### config.mk
export PLATFORM = sky130hd
export DESIGN_NAME = snn_config_loader
export DESIGN_NICKNAME = d
export VERILOG_FILES = /design/src/rtl/snn_config_loader.sv
export SDC_FILE = /design/constraint.sdc
export NUM_CORES = 2
export LEC_CHECK = 0
export ABC_AREA = 1
export CAP_MARGIN = 20
export CORE_ASPECT_RATIO = 0.5
export CORE_UTILIZATION = 40
export CTS_CLUSTER_SIZE = 12
export DETAILED_ROUTE_END_ITERATION = 7
export PLACE_DENSITY_LB_ADDON = 0.25
export SLEW_MARGIN = 20
export SYNTH_ARGS = -nofsm -noshare
export SYNTH_HDL_FRONTEND = slang
export SYNTH_SLANG_ARGS = --single-unit
### constraint.sdc
create_clock -name clk -period 4.2 [get_ports clk]
set_input_delay 0.42 -clock clk [delete_from_list [all_inputs] [get_ports clk]]
set_output_delay 0.42 -clock clk [all_outputs]
set_load 0.01 [all_outputs]
### src/rtl/snn_config_loader.sv
// snn_config_loader
//   Byte-serial configuration writer for the delayed-spike SNN core.
//   Framed bytes (SYNC, ADDR, LEN, LEN data bytes [, CHK]) arrive on a
//   valid/ready stream. Each frame lands in a shadow image and is copied
//   to the active image in one cycle, so the network never observes a
//   half-written configuration.
//
//   Optional feature macro: CFG_CHECKSUM_EN
//     defined   -> frames carry a trailing XOR checksum byte (CHK state)
//     undefined -> frame ends at the last data byte, no checksum logic
//
// Ports
//   clk, rst_n          clock, asynchronous active-low reset
//   in_data/in_valid    input byte stream
//   in_ready            low only during the commit cycle
//   weights             active bytes 0..47  (byte k at [k*8 +: 8])
//   delays              active bytes 48..71 (byte k at [k*8 +: 8])
//   threshold/decay/refractory_period  active bytes 72/73/74
//   cfg_update          one-cycle pulse when the active image changes
//   cfg_error           one-cycle pulse when a frame is aborted
//   cfg_loaded          sticky, set by the first successful commit
module snn_config_loader #(
  parameter int unsigned TIMEOUT = 255,
  parameter logic [7:0]  SYNC    = 8'hA5
) (
  input  logic         clk,
  input  logic         rst_n,
  input  logic [7:0]   in_data,
  input  logic         in_valid,
  output logic         in_ready,
  output logic [383:0] weights,
  output logic [191:0] delays,
  output logic [7:0]   threshold,
  output logic [7:0]   decay,
  output logic [7:0]   refractory_period,
  output logic         cfg_update,
  output logic         cfg_error,
  output logic         cfg_loaded
);

  localparam int NBYTES = 75;
  localparam int GW     = (TIMEOUT < 2) ? 1 : $clog2(TIMEOUT + 1);

  typedef enum logic [2:0] {
    S_IDLE,
    S_ADDR,
    S_LEN,
    S_DATA,
`ifdef CFG_CHECKSUM_EN
    S_CHK,
`endif
    S_COMMIT
  } state_t;

  state_t          state_q, state_d;
  logic [7:0]      addr_q, addr_d;
  logic [7:0]      cnt_q, cnt_d;
  logic [6:0]      ptr_q, ptr_d;
  logic [GW-1:0]   gap_q, gap_d;
  logic [7:0]      shadow_q [NBYTES];
  logic [7:0]      shadow_d [NBYTES];
  logic [7:0]      active_q [NBYTES];
  logic [7:0]      active_d [NBYTES];
  logic            in_ready_q, in_ready_d;
  logic            update_q, update_d;
  logic            error_q, error_d;
  logic            loaded_q, loaded_d;
`ifdef CFG_CHECKSUM_EN
  logic [7:0]      chk_q, chk_d;
`endif

  logic            xfer;
  logic            in_frame;
  logic [8:0]      end_addr;
  logic [GW-1:0]   gap_inc;

  assign xfer     = in_valid & in_ready_q;
  // 9-bit sum so that large ADDR/LEN values cannot wrap into range
  assign end_addr = {1'b0, addr_q} + {1'b0, in_data};
  assign gap_inc  = gap_q + 1'b1;

  always_comb begin
    in_frame = (state_q == S_ADDR) || (state_q == S_LEN) || (state_q == S_DATA);
`ifdef CFG_CHECKSUM_EN
    if (state_q == S_CHK) in_frame = 1'b1;
`endif
  end

  always_comb begin
    state_d  = state_q;
    addr_d   = addr_q;
    cnt_d    = cnt_q;
    ptr_d    = ptr_q;
    gap_d    = '0;
    shadow_d = shadow_q;
    active_d = active_q;
    update_d = 1'b0;
    error_d  = 1'b0;
    loaded_d = loaded_q;
`ifdef CFG_CHECKSUM_EN
    chk_d    = chk_q;
`endif

    case (state_q)
      S_IDLE: begin
        if (xfer && (in_data == SYNC)) state_d = S_ADDR;
      end
      S_ADDR: begin
        if (xfer) begin
          addr_d   = in_data;
          // Start from the active image so unwritten bytes keep their value
          shadow_d = active_q;
`ifdef CFG_CHECKSUM_EN
          chk_d    = in_data;
`endif
          state_d  = S_LEN;
        end
      end
      S_LEN: begin
        if (xfer) begin
`ifdef CFG_CHECKSUM_EN
          chk_d = chk_q ^ in_data;
`endif
          if ((in_data == 8'd0) || (end_addr > 9'(NBYTES))) begin
            error_d = 1'b1;
            state_d = S_IDLE;
          end else begin
            cnt_d   = in_data;
            ptr_d   = addr_q[6:0];
            state_d = S_DATA;
          end
        end
      end
      S_DATA: begin
        if (xfer) begin
          shadow_d[ptr_q] = in_data;
          ptr_d           = ptr_q + 7'd1;
          cnt_d           = cnt_q - 8'd1;
`ifdef CFG_CHECKSUM_EN
          chk_d           = chk_q ^ in_data;
          if (cnt_q == 8'd1) state_d = S_CHK;
`else
          if (cnt_q == 8'd1) state_d = S_COMMIT;
`endif
        end
      end
`ifdef CFG_CHECKSUM_EN
      S_CHK: begin
        if (xfer) begin
          if (in_data == chk_q) begin
            state_d = S_COMMIT;
          end else begin
            error_d = 1'b1;
            state_d = S_IDLE;
          end
        end
      end
`endif
      S_COMMIT: begin
        active_d = shadow_q;
        update_d = 1'b1;
        loaded_d = 1'b1;
        state_d  = S_IDLE;
      end
      default: state_d = S_IDLE;
    endcase

    // Inter-byte gap watchdog; a transfer or leaving the frame clears it
    if (in_frame && !xfer && (TIMEOUT != 0)) begin
      if (gap_inc == GW'(TIMEOUT)) begin
        error_d = 1'b1;
        state_d = S_IDLE;
      end else begin
        gap_d = gap_inc;
      end
    end
  end

  // Registered ready: low exactly while the commit cycle is in progress
  assign in_ready_d = (state_d != S_COMMIT);

  always_ff @(posedge clk or negedge rst_n) begin
    if (!rst_n) begin
      state_q    <= S_IDLE;
      addr_q     <= '0;
      cnt_q      <= '0;
      ptr_q      <= '0;
      gap_q      <= '0;
      shadow_q   <= '{default: '0};
      active_q   <= '{default: '0};
      in_ready_q <= 1'b1;
      update_q   <= 1'b0;
      error_q    <= 1'b0;
      loaded_q   <= 1'b0;
`ifdef CFG_CHECKSUM_EN
      chk_q      <= '0;
`endif
    end else begin
      state_q    <= state_d;
      addr_q     <= addr_d;
      cnt_q      <= cnt_d;
      ptr_q      <= ptr_d;
      gap_q      <= gap_d;
      shadow_q   <= shadow_d;
      active_q   <= active_d;
      in_ready_q <= in_ready_d;
      update_q   <= update_d;
      error_q    <= error_d;
      loaded_q   <= loaded_d;
`ifdef CFG_CHECKSUM_EN
      chk_q      <= chk_d;
`endif
    end
  end

  genvar gi;
  generate
    for (gi = 0; gi < 48; gi++) begin : g_weights
      assign weights[gi*8 +: 8] = active_q[gi];
    end
    for (gi = 0; gi < 24; gi++) begin : g_delays
      assign delays[gi*8 +: 8] = active_q[48 + gi];
    end
  endgenerate

  assign threshold         = active_q[72];
  assign decay             = active_q[73];
  assign refractory_period = active_q[74];
  assign in_ready          = in_ready_q;
  assign cfg_update        = update_q;
  assign cfg_error         = error_q;
  assign cfg_loaded        = loaded_q;

endmodule

# ---- After elaboration in Yosys (flattened, before gate mapping)
# Cells that the tools add are included.
dict set report totals {
  reg_bits 1238
  out_inout_bits 604
  input_bits 11
  wordCells 225
}
dict set report op_classes {
  reduce_logical 14
  bitwise_logic 2
  add_sub_neg 4
  n_mux 31
  order_cmp 3
  n_eq_ne 12
}
# op count
set op_table {}
lappend op_table {{600-bit 2-to-1 mux} 2}
lappend op_table {{600-bit one-hot mux with 2 select lines} 1}
lappend op_table {{600-bit bitwise mux} 1}
lappend op_table {{8-bit demux with 7-bit select} 1}
lappend op_table {{8-bit 2-to-1 mux} 6}
lappend op_table {{3-bit 2-to-1 mux} 7}
lappend op_table {{7-bit 2-to-1 mux} 3}
lappend op_table {{8-bit == test (second input constant)} 2}
lappend op_table {{8-bit one-hot mux with 2 select lines} 1}
lappend op_table {{7-bit one-hot mux with 2 select lines} 1}
lappend op_table {{3-bit one-hot mux with 4 select lines} 1}
lappend op_table {{8-bit by 8-bit adder with 9-bit output} 1}
lappend op_table {{9-bit by 7-bit > comparator with 1-bit output (second input constant)} 1}
lappend op_table {{8-bit by 1-bit adder with 8-bit output (second input constant)} 1}
lappend op_table {{8-bit by 1-bit == test with 1-bit output (second input constant)} 1}
lappend op_table {{8-bit greater-or-equal comparator (second input constant)} 1}
lappend op_table {{8-bit logical NOT} 1}
lappend op_table {{8-bit by 1-bit < comparator with 1-bit output (second input constant)} 1}
lappend op_table {{2-bit inequality test (second input constant)} 4}
lappend op_table {{7-bit NOT with 8-bit output} 1}
lappend op_table {{8-bit by 1-bit subtractor with 8-bit output (second input constant)} 1}
lappend op_table {{7-bit by 1-bit adder with 7-bit output (second input constant)} 1}
lappend op_table {{3-bit by 2-bit == test with 1-bit output (second input constant)} 2}
lappend op_table {{1-bit 2-to-1 mux} 6}
lappend op_table {{other kinds (13)} 18}

# ---- Depth between registers and ports, before layout
dict set report depth {
  ltp_word 9
  depth_mapped 16
  mapped_depth_nobuf 15
}

# ---- Worst setup path before layout
# Ideal clock, no wire load.
dict set report synth_path {
  path_type {input to register}
  start {in in_data[0]}
  end {reg ptr_q[4]}
  required_time_ns 4.083
  arrival_time_ns 2.192
  cell_stages 13
  path_buffers 1
  setup_time_ns 0.117
  setup_slack_ns 1.891
  path_cell_list {ha_1 -> fa_1 -> a21oi_1 -> nor2_1 -> nor2_1 -> nand2_1 -> nor2_1 -> nand2_1 -> nand2_1 -> nand2_1 -> buf_4 -> nand2_1 -> nand2_1}
}
dict set report synth_between {
  elab_chain_cells 5
  word_cells_on_any_way 6
  cone_classes {add/sub: 1; order compare: 1; eq/ne: 1; reduce/logical: 3}
}
# item line
set synth_rtl {}
lappend synth_rtl {{from (decl)} 28} ;# input logic [7:0] in_data,
lappend synth_rtl {{8-bit by 8-bit adder with 9-bit output} 79} ;# assign end_addr = {1'b0, addr_q} + {1'b0, in_data};
lappend synth_rtl {{9-bit by 7-bit > comparator with 1-bit output} 124} ;# if ((in_data == 8'd0) || (end_addr > 9'(NBYTES))) begin
lappend synth_rtl {{1-bit logical OR (*)} 124}
lappend synth_rtl {{2-bit inequality test (no line) (*)} -}
lappend synth_rtl {{4-bit AND reduction (no line) (*)} -}
lappend synth_rtl {{to (signal assigned)} 202} ;# ptr_q <= ptr_d;
lappend synth_rtl {{to (decl)} 58} ;# logic [6:0] ptr_q, ptr_d;
# Every way passes the cells marked *; elsewhere a longest branch is shown, timed or not.
# A chain may end at the register's enable or synchronous reset.

# ---- Worst setup path in the final report
dict set report layout_path {
  start {reg ptr_q[2]}
  end {reg shadow_q[179] (netlist name)}
}
dict set report layout_between {
  elab_chain_cells 8
  word_cells_on_any_way 9
  cone_classes {order compare: 2; mux: 5; bitwise: 1; reduce/logical: 1}
}
# item line
set layout_rtl {}
lappend layout_rtl {{7-bit NOT with 8-bit output (not written as such) (*)} 136} ;# shadow_d[ptr_q] = in_data;
lappend layout_rtl {{8-bit greater-or-equal comparator (not written as such) / 8-bit by 1-bit < comparator with 1-bit output (equally long branches)} 136}
lappend layout_rtl {{1-bit logical AND (not written as such)} 136}
lappend layout_rtl {{8-bit 2-to-1 mux (not written as such)} 136}
lappend layout_rtl {{8-bit demux with 7-bit select (*)} 136}
lappend layout_rtl {{600-bit bitwise mux (*)} 136}
lappend layout_rtl {{600-bit 2-to-1 mux (*)} 135} ;# if (xfer) begin
lappend layout_rtl {{600-bit one-hot mux with 2 select lines (*)} 104} ;# case (state_q)
lappend layout_rtl {{to (signal assigned)} 204} ;# shadow_q <= shadow_d;
lappend layout_rtl {{to (decl)} 60} ;# logic [7:0] shadow_q [NBYTES];
# Every way passes the cells marked *; elsewhere a longest branch is shown, timed or not. The select of a mux whose other input is x is not followed.

==> results.py <==
metrics = {
    "timing": {
        "worst_pin_slew_ps": 1080,
        "rsz0062_at_grt": "false",
        "fin_crit_sh_pct": 69.3,
        "slew_viol_final": 0,
        "skew_ps": 26.4,
        "min_period_ps": 2910,
        "max_slew_margin_pct": 28.0,
        "max_freq_mhz": 344,
        "setup_tns_ps": 0,
        "report.final.hold_viol_count": 0,
        "layout_setup_ws_ps": 1290,
        "finalSetupViolCount": 0,
        "fin_hold_ws_ps": 308,
    },
    "finish": {
        "drive_above_1_share_pct": 5.38,
        "num-fill-cells": 12500,
        "utilization_pct": 49.0,
        "fin_nets": 6794,
        "areaGrowthSynthToFinish_pct": 20.7,
        "regArea_sq_um": 31000,
        "multi_input_area_sq_um": 19000,
    },
    "worst_setup_path": {
        "crit_path_max_fanout": 16,
        "critPathLaunchType": "flip-flop",
        "cpMaxStageDelayCell": "dfrtp_1",
        "endpoint_kind": "flip-flop",
        "cp.arrival_ps": 3480,
        "rr_worst_depth": 7,
        "cp.required_ps": 4770,
        "r2r_slack_ps": 1290,
        "critPathKind": "reg2reg",
        "crit_path_start": "ptr_q[2]$_DFFE_PN0P_",
        "cp_slowest_stage_delay_ps": 660,
        "worstReg2RegStart": "ptr_q[2]$_DFFE_PN0P_",
        "path_cells": "inv_1 -> nor3_4 -> buf_8 -> buf_4 -> nand2_1 -> a21oi_2 -> o21ai_0",
        "r2r_end": "shadow_q[179]$_DFFE_PN0P_",
    },
    "power_and_ir_drop": {
        "p_leak_nw": 29.1,
        "ir_drop_mv": 0.334,
        "powerDensity_nw_per_um2": 419,
        "finalPower_mw": 27.2,
    },
    "synthesis": {
        "synth_edf_count": 0,
        "synth_area_sq_um": 53800,
        "synth-main-ff-cell": "dfrtp_1",
        "avgSynthCellArea_sq_um": 8.53,
        "yosysWarnings": 0,
        "yosysUniqueCellTypes": 36,
        "ys_seq_area_share_pct": 57.6,
        "synth_common_cells": "1985 x nand2_1, 1550 x o21ai_0, 1237 x dfrtp_1",
        "ys_async_sr_fraction_pct": 100,
        "synth_cells": 6310,
        "synth_most_common_cell": "nand2_1",
        "synth.top_cell.area_share_pct": 57.5,
        "synth_area_leaders": "dfrtp_1 58%, o21ai_0 14%, nand2_1 14%",
        "synth.largest_area_cell": "dfrtp_1",
        "synth_seq_cells": 1238,
        "syn_nets": 6335,
    },
    "cts": {
        "clock-sinks": 1238,
        "cts_tree": "yes",
        "root_buffer": "clkbuf_16",
        "numCtsBuffers": 117,
        "clkLatencyLatePin_ps": 730,
        "cts.htree.levels": 3,
        "cts_buffer_depth": 3,
        "clkTransAtPathRegs_ps": 60,
    },
    "die": {
        "io_pins": 615,
        "coreArea_sq_um": 133000,
        "initial_core_util_pct": 40.6,
        "die_h_um": 261,
        "die_area_sq_um": 136000,
        "die_w_um": 521,
        "std_cell_rows": 94,
    },
    "routing": {
        "vias": 43700,
        "ant_nets": 0,
        "drtPass1Iterations": 6,
        "wl_per_cell_um": 19.4,
        "drc": 0,
        "viasPerCell": 5.09,
        "dr.first_iter.drc_count": 3883,
        "routed_wl_mm": 167,
    },
    "global_routing": {
        "globalRouteOverflowTotal": 0,
        "grt_max_degree": 138,
        "grt_pass1_wl_mm": 255,
        "grt_pass1_vias": 40700,
        "track_usage_pct": 24.2,
        "antenna_found_initial": 3,
    },
    "job": {
        "drv_cap": 0,
    },
    "placed_design": {
        "pre_cts_ws_ps": 936,
        "place_congestion": 0.839,
        "hpwl_mm": 106,
        "io_buffers": 614,
    },
    "hold_path": {
        "hp-class": "in2async",
    },
    "status": {
        "run_status": "finished clean",
    },
}
metal layers:
| layer | track usage [%] | vias to the layer above | wire length (um) |
|---|---|---|---|
| met5 | 0 | - | 0 |
| met4 | 9.82 | 0 | 6980 |
| met3 | 2.97 | 287 | 7370 |
| met2 | 38.8 | 1103 | 78600 |
| met1 | 33.6 | 21300 | 73600 |
| li1 | - | 21000 | - |
timing repair:
| item | 4_1_cts | 5_1_grt |
|---|---|---|
| gates resized for setup | 0 | 0 |
| setup buffers | 0 | 0 |
| hold buffers | 1 | 0 |
| endpoints found under the hold margin | 106 | 0 |
cells in the final DEF, fill, tap and decap left out, types with 3 or more instances in the layout:
cell	n
clkbuf_8	9
a21oi_2	23
nor2_2	4
nand3_1	33
clkbuf_1	21
nand3b_1	3
buf_4	60
ha_1	13
clkbuf_16	118
clkinv_2	3
nand2_1	1976
dfrtp_1	1236
a21oi_1	171
o21ai_1	28
a21oi_4	52
nor3_4	9
nor3_1	6
nand4_1	6
inv_2	6
inv_1	572
o21ai_0	1550
nor2_4	7
nor2_1	195
buf_12	33
nand2_4	9
clkdlybuf4s50_1	613
nand2_2	19
xor2_1	6
critical path: cells and delay by family, from the launching register on:
kind | cells | cell delay (ps)
flip-flops | 1 | 660
AND/OR/NAND/NOR | 2 | 770
AO/OA/AOI/OAI | 2 | 720
buffers and inverters | 3 | 580
logic make-up after synthesis:
family                     after synthesis  share of synthesized area, %
DFF                                   1238                          57.6
adders and majority gates               14                         0.339
buffers and inverters                  949                          7.31
AOI/OAI and AO/OA                     1829                          18.3
xor gates and xnor gates                 8                         0.130
and+or+nand+nor                       2272                          16.4
worst max path at each step:
stage                                           end  slack, ps  depth (start not counted)
after floorplan                ptr_q[4]$_DFFE_PN0P_       1890                         13
after global placement         ptr_q[3]$_DFFE_PN0P_        930                         14
after detailed placement       ptr_q[6]$_DFFE_PN0P_        940                         14
after CTS                 shadow_q[179]$_DFFE_PN0P_       1230                          7
after global routing      shadow_q[181]$_DFFE_PN0P_       1080                          7
final                     shadow_q[179]$_DFFE_PN0P_       1290                          7
final cells by class:
type | instances | share of cell area, %
sequential | 1238 | 47.7
multi-input combinational | 4123 | 29.2
timing repair buffer | 709 | 11.2
clock buffer | 148 | 4.86
tap | 1776 | 3.42
inverter | 580 | 3.37
clock inverter | 9 | 0.166
antenna | 1 | 0.00385
flip-flops by register name, summed over array words and instances, names as in the netlist, 3 cells and up:
| name | cells |
|---|---|
| shadow_q | 600 |
| weights | 384 |
| delays | 192 |
| addr_q | 8 |
| cnt_q | 8 |
| decay | 8 |
| gap_q | 8 |
| refractory_period | 8 |
| threshold | 8 |
| ptr_q | 7 |
| state_q | 3 |
power by group:
group          internal [mW]  switching (mW)
clock network           5.25            4.57
logic                  0.993            2.08
registers               13.8           0.588
total                   20.0            7.24
through the flow:
step | instances | area (sq um)
after global routing | 8583 | 65000
final | 8584 | 65000
after global placement | 8424 | 61700
after detailed placement | 8425 | 61700
after floorplan | 6310 | 53800
after CTS | 8583 | 65000
Power figures use the tool's default switching activity.
